[config.mk]
export PLATFORM = sky130hd
export DESIGN_NAME = pwm_fade_ctrl
export DESIGN_NICKNAME = d
export VERILOG_FILES = /design/src/rtl/pwm_pkg.sv /design/src/rtl/fade_tick_gen.sv /design/src/rtl/pwm_fade_ctrl.sv
export SDC_FILE = /design/constraint.sdc
export NUM_CORES = 1
export LEC_CHECK = 0
export CAP_MARGIN = 0
export CORE_MARGIN = 1.5
export CORE_UTILIZATION = 57
export DETAILED_ROUTE_END_ITERATION = 10
export PLACE_DENSITY = 0.8
export SETUP_SLACK_MARGIN = 0.3
export SYNTH_ARGS = -nofsm -noshare
export SYNTH_HDL_FRONTEND = slang
export SYNTH_SLANG_ARGS = --single-unit
[constraint.sdc]
create_clock -name clk -period 3.4 [get_ports clk]
set_clock_uncertainty 0.15 [all_clocks]
set_input_delay 1.02 -clock clk [delete_from_list [all_inputs] [get_ports clk]]
set_output_delay 1.02 -clock clk [all_outputs]
set_load 0.01 [all_outputs]
[src/rtl/pwm_pkg.sv]
// Shared definitions for the PWM fade sequencer: fade-state encodings and the
// default duty word width.
package pwm_pkg;

  localparam int DUTY_WIDTH = 8;

  typedef enum logic [1:0] {
    IDLE      = 2'd0,
    RAMP_UP   = 2'd1,
    HOLD      = 2'd2,
    RAMP_DOWN = 2'd3
  } fade_state_t;

endpackage

[src/rtl/fade_tick_gen.sv]
// Update-tick prescaler for the fade sequencer: counts 0..TICK_DIV-1 while
// enabled and flags the last count; held at zero while disabled or cleared.
module fade_tick_gen #(
  parameter int TICK_DIV = 1200
) (
  input  logic clk,
  input  logic rst,
  input  logic en,
  input  logic clr,
  output logic tick
);

  localparam int CW = (TICK_DIV > 1) ? $clog2(TICK_DIV) : 1;
  localparam logic [CW-1:0] LAST = CW'(TICK_DIV - 1);

  logic [CW-1:0] count;

  always_ff @(posedge clk or negedge rst) begin
    if (!rst) begin
      count <= '0;
    end else if (clr || !en) begin
      count <= '0;
    end else if (count == LAST) begin
      count <= '0;
    end else begin
      count <= count + 1'b1;
    end
  end

  assign tick = en && !clr && (count == LAST);

endmodule

[src/rtl/pwm_fade_ctrl.sv]
// Breathing duty-cycle sequencer for pwm_gen. Define PWM_FADE_HOLD_EN to build
// the HOLD state that dwells HOLD_TICKS ticks at the upper bound.
module pwm_fade_ctrl
  import pwm_pkg::*;
#(
  parameter int WIDTH      = DUTY_WIDTH,
  parameter int STEP       = 4,
  parameter int TICK_DIV   = 1200,
  parameter int HOLD_TICKS = 16
) (
  input  logic             clk,
  input  logic             rst,
  input  logic             start,
  input  logic             stop,
  input  logic [WIDTH-1:0] duty_min,
  input  logic [WIDTH-1:0] duty_max,
  output logic [WIDTH-1:0] duty_cycle,
  output logic             busy,
  output logic             done
);

  localparam logic [WIDTH:0]   STEP_W = (WIDTH + 1)'(STEP);
  localparam logic [WIDTH-1:0] STEP_N = WIDTH'(STEP);

  fade_state_t      state;
  logic [WIDTH-1:0] lo;
  logic [WIDTH-1:0] hi;
  logic             stop_req;
  logic             tick;
  logic             start_ok;
  logic [WIDTH:0]   up_sum;
  logic [WIDTH:0]   down_floor;
  logic             at_top;
  logic             at_bottom;

`ifdef PWM_FADE_HOLD_EN
  localparam int HC_W = (HOLD_TICKS > 1) ? $clog2(HOLD_TICKS + 1) : 1;
  // The first ramp-down tick is counted as the last dwell tick at max.
  localparam fade_state_t PEAK_STATE = (HOLD_TICKS > 1) ? HOLD : RAMP_DOWN;
  logic [HC_W-1:0] hold_cnt;
`else
  localparam fade_state_t PEAK_STATE = RAMP_DOWN;
`endif

  assign start_ok = (state == IDLE) && start && !stop;

  // One bit of headroom so neither direction can wrap before saturation.
  assign up_sum     = {1'b0, duty_cycle} + STEP_W;
  assign down_floor = {1'b0, lo} + STEP_W;
  assign at_top     = up_sum >= {1'b0, hi};
  assign at_bottom  = {1'b0, duty_cycle} <= down_floor;

  fade_tick_gen #(
    .TICK_DIV(TICK_DIV)
  ) u_tick (
    .clk (clk),
    .rst (rst),
    .en  (busy),
    .clr (start_ok),
    .tick(tick)
  );

  always_ff @(posedge clk or negedge rst) begin
    if (!rst) begin
      state      <= IDLE;
      duty_cycle <= '0;
      busy       <= 1'b0;
      done       <= 1'b0;
      stop_req   <= 1'b0;
      lo         <= '0;
      hi         <= '0;
`ifdef PWM_FADE_HOLD_EN
      hold_cnt   <= '0;
`endif
    end else begin
      done <= 1'b0;
      if (busy && stop) begin
        stop_req <= 1'b1;
      end
      case (state)
        IDLE: begin
          if (start_ok) begin
            lo         <= duty_min;
            hi         <= duty_max;
            duty_cycle <= duty_min;
            if (duty_min >= duty_max) begin
              done <= 1'b1;
            end else begin
              busy     <= 1'b1;
              stop_req <= 1'b0;
              state    <= RAMP_UP;
            end
          end
        end
        RAMP_UP: begin
          if (tick) begin
            if (stop_req) begin
              state <= RAMP_DOWN;
            end else if (at_top) begin
              duty_cycle <= hi;
              state      <= PEAK_STATE;
`ifdef PWM_FADE_HOLD_EN
              hold_cnt   <= HC_W'(HOLD_TICKS - 1);
`endif
            end else begin
              duty_cycle <= up_sum[WIDTH-1:0];
            end
          end
        end
`ifdef PWM_FADE_HOLD_EN
        HOLD: begin
          if (tick) begin
            hold_cnt <= hold_cnt - 1'b1;
            if (stop_req || hold_cnt <= HC_W'(1)) begin
              state <= RAMP_DOWN;
            end
          end
        end
`endif
        RAMP_DOWN: begin
          if (tick) begin
            if (at_bottom) begin
              duty_cycle <= lo;
              if (stop_req) begin
                state    <= IDLE;
                busy     <= 1'b0;
                done     <= 1'b1;
                stop_req <= 1'b0;
              end else begin
                state <= RAMP_UP;
              end
            end else begin
              duty_cycle <= duty_cycle - STEP_N;
            end
          end
        end
        default: begin
          state <= IDLE;
        end
      endcase
    end
  end

endmodule

==> impl_metrics.env <==
export IMPL_status="complete, no violations"
export IMPL_slew_violations=0
export IMPL_rsz0062_at_grt="no"
export IMPL_drt_iter0_drc=283
export IMPL_synth_compound_area_share_pct=18.1
export IMPL_crit_type="input port to register"
export IMPL_ys_types=54
export IMPL_synth_ff_type="dfrtp_1"
export IMPL_grt_max_degree=41
export IMPL_cts_tree="done"
export IMPL_core_area_um2=4790
export IMPL_comb_power_share_pct=60.8
export IMPL_crit_start="duty_min[0]"
export IMPL_path_clk_slew_ps=80
export IMPL_crit_required_ps=3420
export IMPL_die_x_um=73.9
export IMPL_period_share_pct=88.6
export IMPL_synth_mux_area_share_pct=3.85
export IMPL_synth_edff_count=0
export IMPL_layout_cells_non_filler=416
export IMPL_relSlewSlack_pct=40.0
export IMPL_worstMarginPinSlew_ps=900
export IMPL_drive_above_1_share_pct=14.0
export IMPL_htree_levels=2
export IMPL_gr_usage_all_layers_pct=27.5
export IMPL_reg2reg_setup_slack_ps=420
export IMPL_seq_power_share_pct=27.7
export IMPL_ys_ff_latch=40
export IMPL_drc=0
export IMPL_antenna_found_initial=0
export IMPL_synthCells=309
export IMPL_routedWlPerCell_um=16.8
export IMPL_p_sw_share_pct=45.6
export IMPL_gp_congestion=0.862
export IMPL_start_util_pct=59.8
export IMPL_cts_sink_count=40
export IMPL_nets=400
export IMPL_diodes=0
export IMPL_rr_startpoint="duty_cycle[2]$_DFFE_PN0P_"
export IMPL_p_clk_share_pct=11.4
export IMPL_yosysTopAreaCellShare_pct=35.0
export IMPL_synth_area_top_cells="dfrtp_1 35%, ha_1 14%, nand3_1 4.2%"
export IMPL_gr_total_overflow=0
export IMPL_worstPathMaxFanout=3
export IMPL_clkLatencyLatePin_ps=300
export IMPL_fin_util_pct=71.4
export IMPL_post_synth_top_area_cell="dfrtp_1"
export IMPL_dr_pass1_iters=4
export IMPL_start_kind="input port"
export IMPL_seq_area_frac_synth_pct=35.0
export IMPL_hold_violations=0
export IMPL_period_needed_ps=3010
export IMPL_place_inst=399
export IMPL_dp_hpwl_um=4970
export IMPL_syn_avg_cell_area_um2=9.26
export IMPL_cap_violations=0
export IMPL_first_global_vias=2308
export IMPL_synth_simple_gate_area_share_pct=17.1
export IMPL_fin_setup_tns_ps=0
export IMPL_cp_end_kind="register"
export IMPL_finalPower_mw=3.43
export IMPL_p_switching_mw=1.56
export IMPL_cts_made_buffers=5
export IMPL_synth_top_family_by_area="compound AO/OA/AOI/OAI gates"
export IMPL_hold_worst_slack_ps=342
export IMPL_synthXorXnorAreaFrac_pct=6.12
export IMPL_row_count=25
export IMPL_die_area_um2=5450
export IMPL_io_buffer_count=29
export IMPL_setup_viol=0
export IMPL_hp_start="u_tick.count[0]$_DFF_PN0_"
export IMPL_ant_nets=0
export IMPL_max_freq_mhz=332
export IMPL_power_density_nw_per_um2=1000
export IMPL_synth_warning_count=0
export IMPL_syn_nets=361
export IMPL_p_leak_nw=1.57
export IMPL_synthAdderAreaFrac_pct=14.0
export IMPL_num_vias=2506
export IMPL_cts_buffer_depth=2
export IMPL_io_pins=30
export IMPL_worstPathArrival_ps=3030
export IMPL_hold_class="register to register"
export IMPL_dieHeight_um=73.9
export IMPL_syn_to_final_growth_pct=19.5
export IMPL_cts_root_buffer="clkbuf_8"
export IMPL_netlist_area_um2=2860
export IMPL_vias_per_cell=6.02
export IMPL_grt_pass1_wl_um=11300
export IMPL_ir_worst_vdd_v=0.000527
export IMPL_intPower_mw=1.87
export IMPL_wirelength_um=7000
export IMPL_async_flop_share_pct=100
synth_stat cells, types with 3 or more instances:
cell type	number
xnor2_1	8
nor2_1	24
ha_1	32
clkbuf_1	3
nor3_1	6
nand4_1	3
a211oi_1	3
mux2_2	8
dfrtp_1	40
a221oi_1	4
a21o_1	3
xor2_1	12
nand3_1	24
nand2b_1	4
nand2_1	18
o211ai_1	4
inv_1	29
a41oi_1	4
a21oi_1	18
o21ai_0	16
and3_1	5
kinds of logic (layout without fill, tap and decap cells):
kind of cell               count (synthesis)  after routing
AOI/OAI and AO/OA                         72             72
adders and majority gates                 32             32
DFF                                       40             40
and+or+nand+nor                           96             96
buffers and inverters                     39             79
muxes                                     10             10
xor gates and xnor gates                  20             20
final timing paths:
check / to / cells past startpoint
max in group asynchronous: lo[2]$_DFFE_PN0P_ / 1
min in group asynchronous: duty_cycle[5]$_DFFE_PN0P_ / 1
worst min register to register: u_tick.count[0]$_DFF_PN0_ / 1
worst max-delay path: state[0]$_DFFE_PN0P_ / 9
worst max register to register: duty_cycle[4]$_DFFE_PN0P_ / 12
worst min-delay path: u_tick.count[0]$_DFF_PN0_ / 1
cell type report:
class | count | area (um2)
timing repair buffer | 42 | 383
fill | 369 | 1370
tap | 67 | 83.8
multi-input combinational | 230 | 1720
clock buffer | 5 | 68.8
inverter | 29 | 109
clock inverter | 3 | 42.5
sequential | 40 | 1010
sequential cells by signal (all words and copies together) (netlist names):
| signal | count |
|---|---|
| busy | 1 |
| lo | 8 |
| hi | 8 |
| done | 1 |
| duty_cycle | 8 |
| state | 2 |
| u_tick.count | 11 |
| stop_req | 1 |
worst max-delay path, cell delays in order:
cell             delay (ps)
clkdlybuf4s50_1         490
inv_1                    60
ha_1                    280
nand2b_1                140
a211o_1                 320
a21o_1                  180
o21ai_1                 210
and3_1                  220
a41oi_1                 110
stage by stage:
stage	cell area [um2]	worst slack (ps)
after floorplan	2860	703
after global routing	3420	256
final	3420	387
after global placement	3200	105
after detailed placement	3200	59.3
after CTS	3320	313
power by group through the flow:
stage / clock [mW] / sequential (mW) / combinational [mW]
after global routing: 0.418 / 0.984 / 2.31
after global placement: 0 / 0.947 / 1.74
after CTS: 0.401 / 0.946 / 1.83
after floorplan: 0 / 0.881 / 1.39
final: 0.392 / 0.953 / 2.09
after detailed placement: 0 / 0.950 / 1.80
cell usage in the layout, fill, tap and decap left out, types with 4 or more instances in the layout:
cell type and n:
nand2b_1 4, o21ai_0 15, xor2_1 12, and3_1 5
xnor2_1 7, dfrtp_2 5, mux2_2 8, inv_1 29
clkdlybuf4s50_1 28, dfrtp_1 35, clkbuf_8 5, nor2_1 24
a21oi_1 17, o211ai_1 4, nand3_1 24, ha_1 31
buf_4 13, nor3_1 6, nand2_1 18, a41oi_1 4
timing repair:
| action | 4_1_cts | 5_1_grt |
|---|---|---|
| resized for setup | 2 | 10 |
| setup endpoints to repair | 3 | 11 |
| hold buffers | 0 | 0 |
| pin swaps | 1 | 2 |
| buffers inserted | 0 | 9 |
metal layers:
| metal | global-route usage, % | vias up | part of all wire [%] |
|---|---|---|---|
| met4 | 10.5 | 0 | 2.5 |
| met2 | 42.3 | 100 | 47 |
| met5 | 0 | - | 0 |
| li1 | - | 1194 | - |
| met3 | 4.94 | 18 | 6.1 |
| met1 | 38.5 | 1194 | 44 |
No activity file was read; power rests on OpenSTA's default activity.
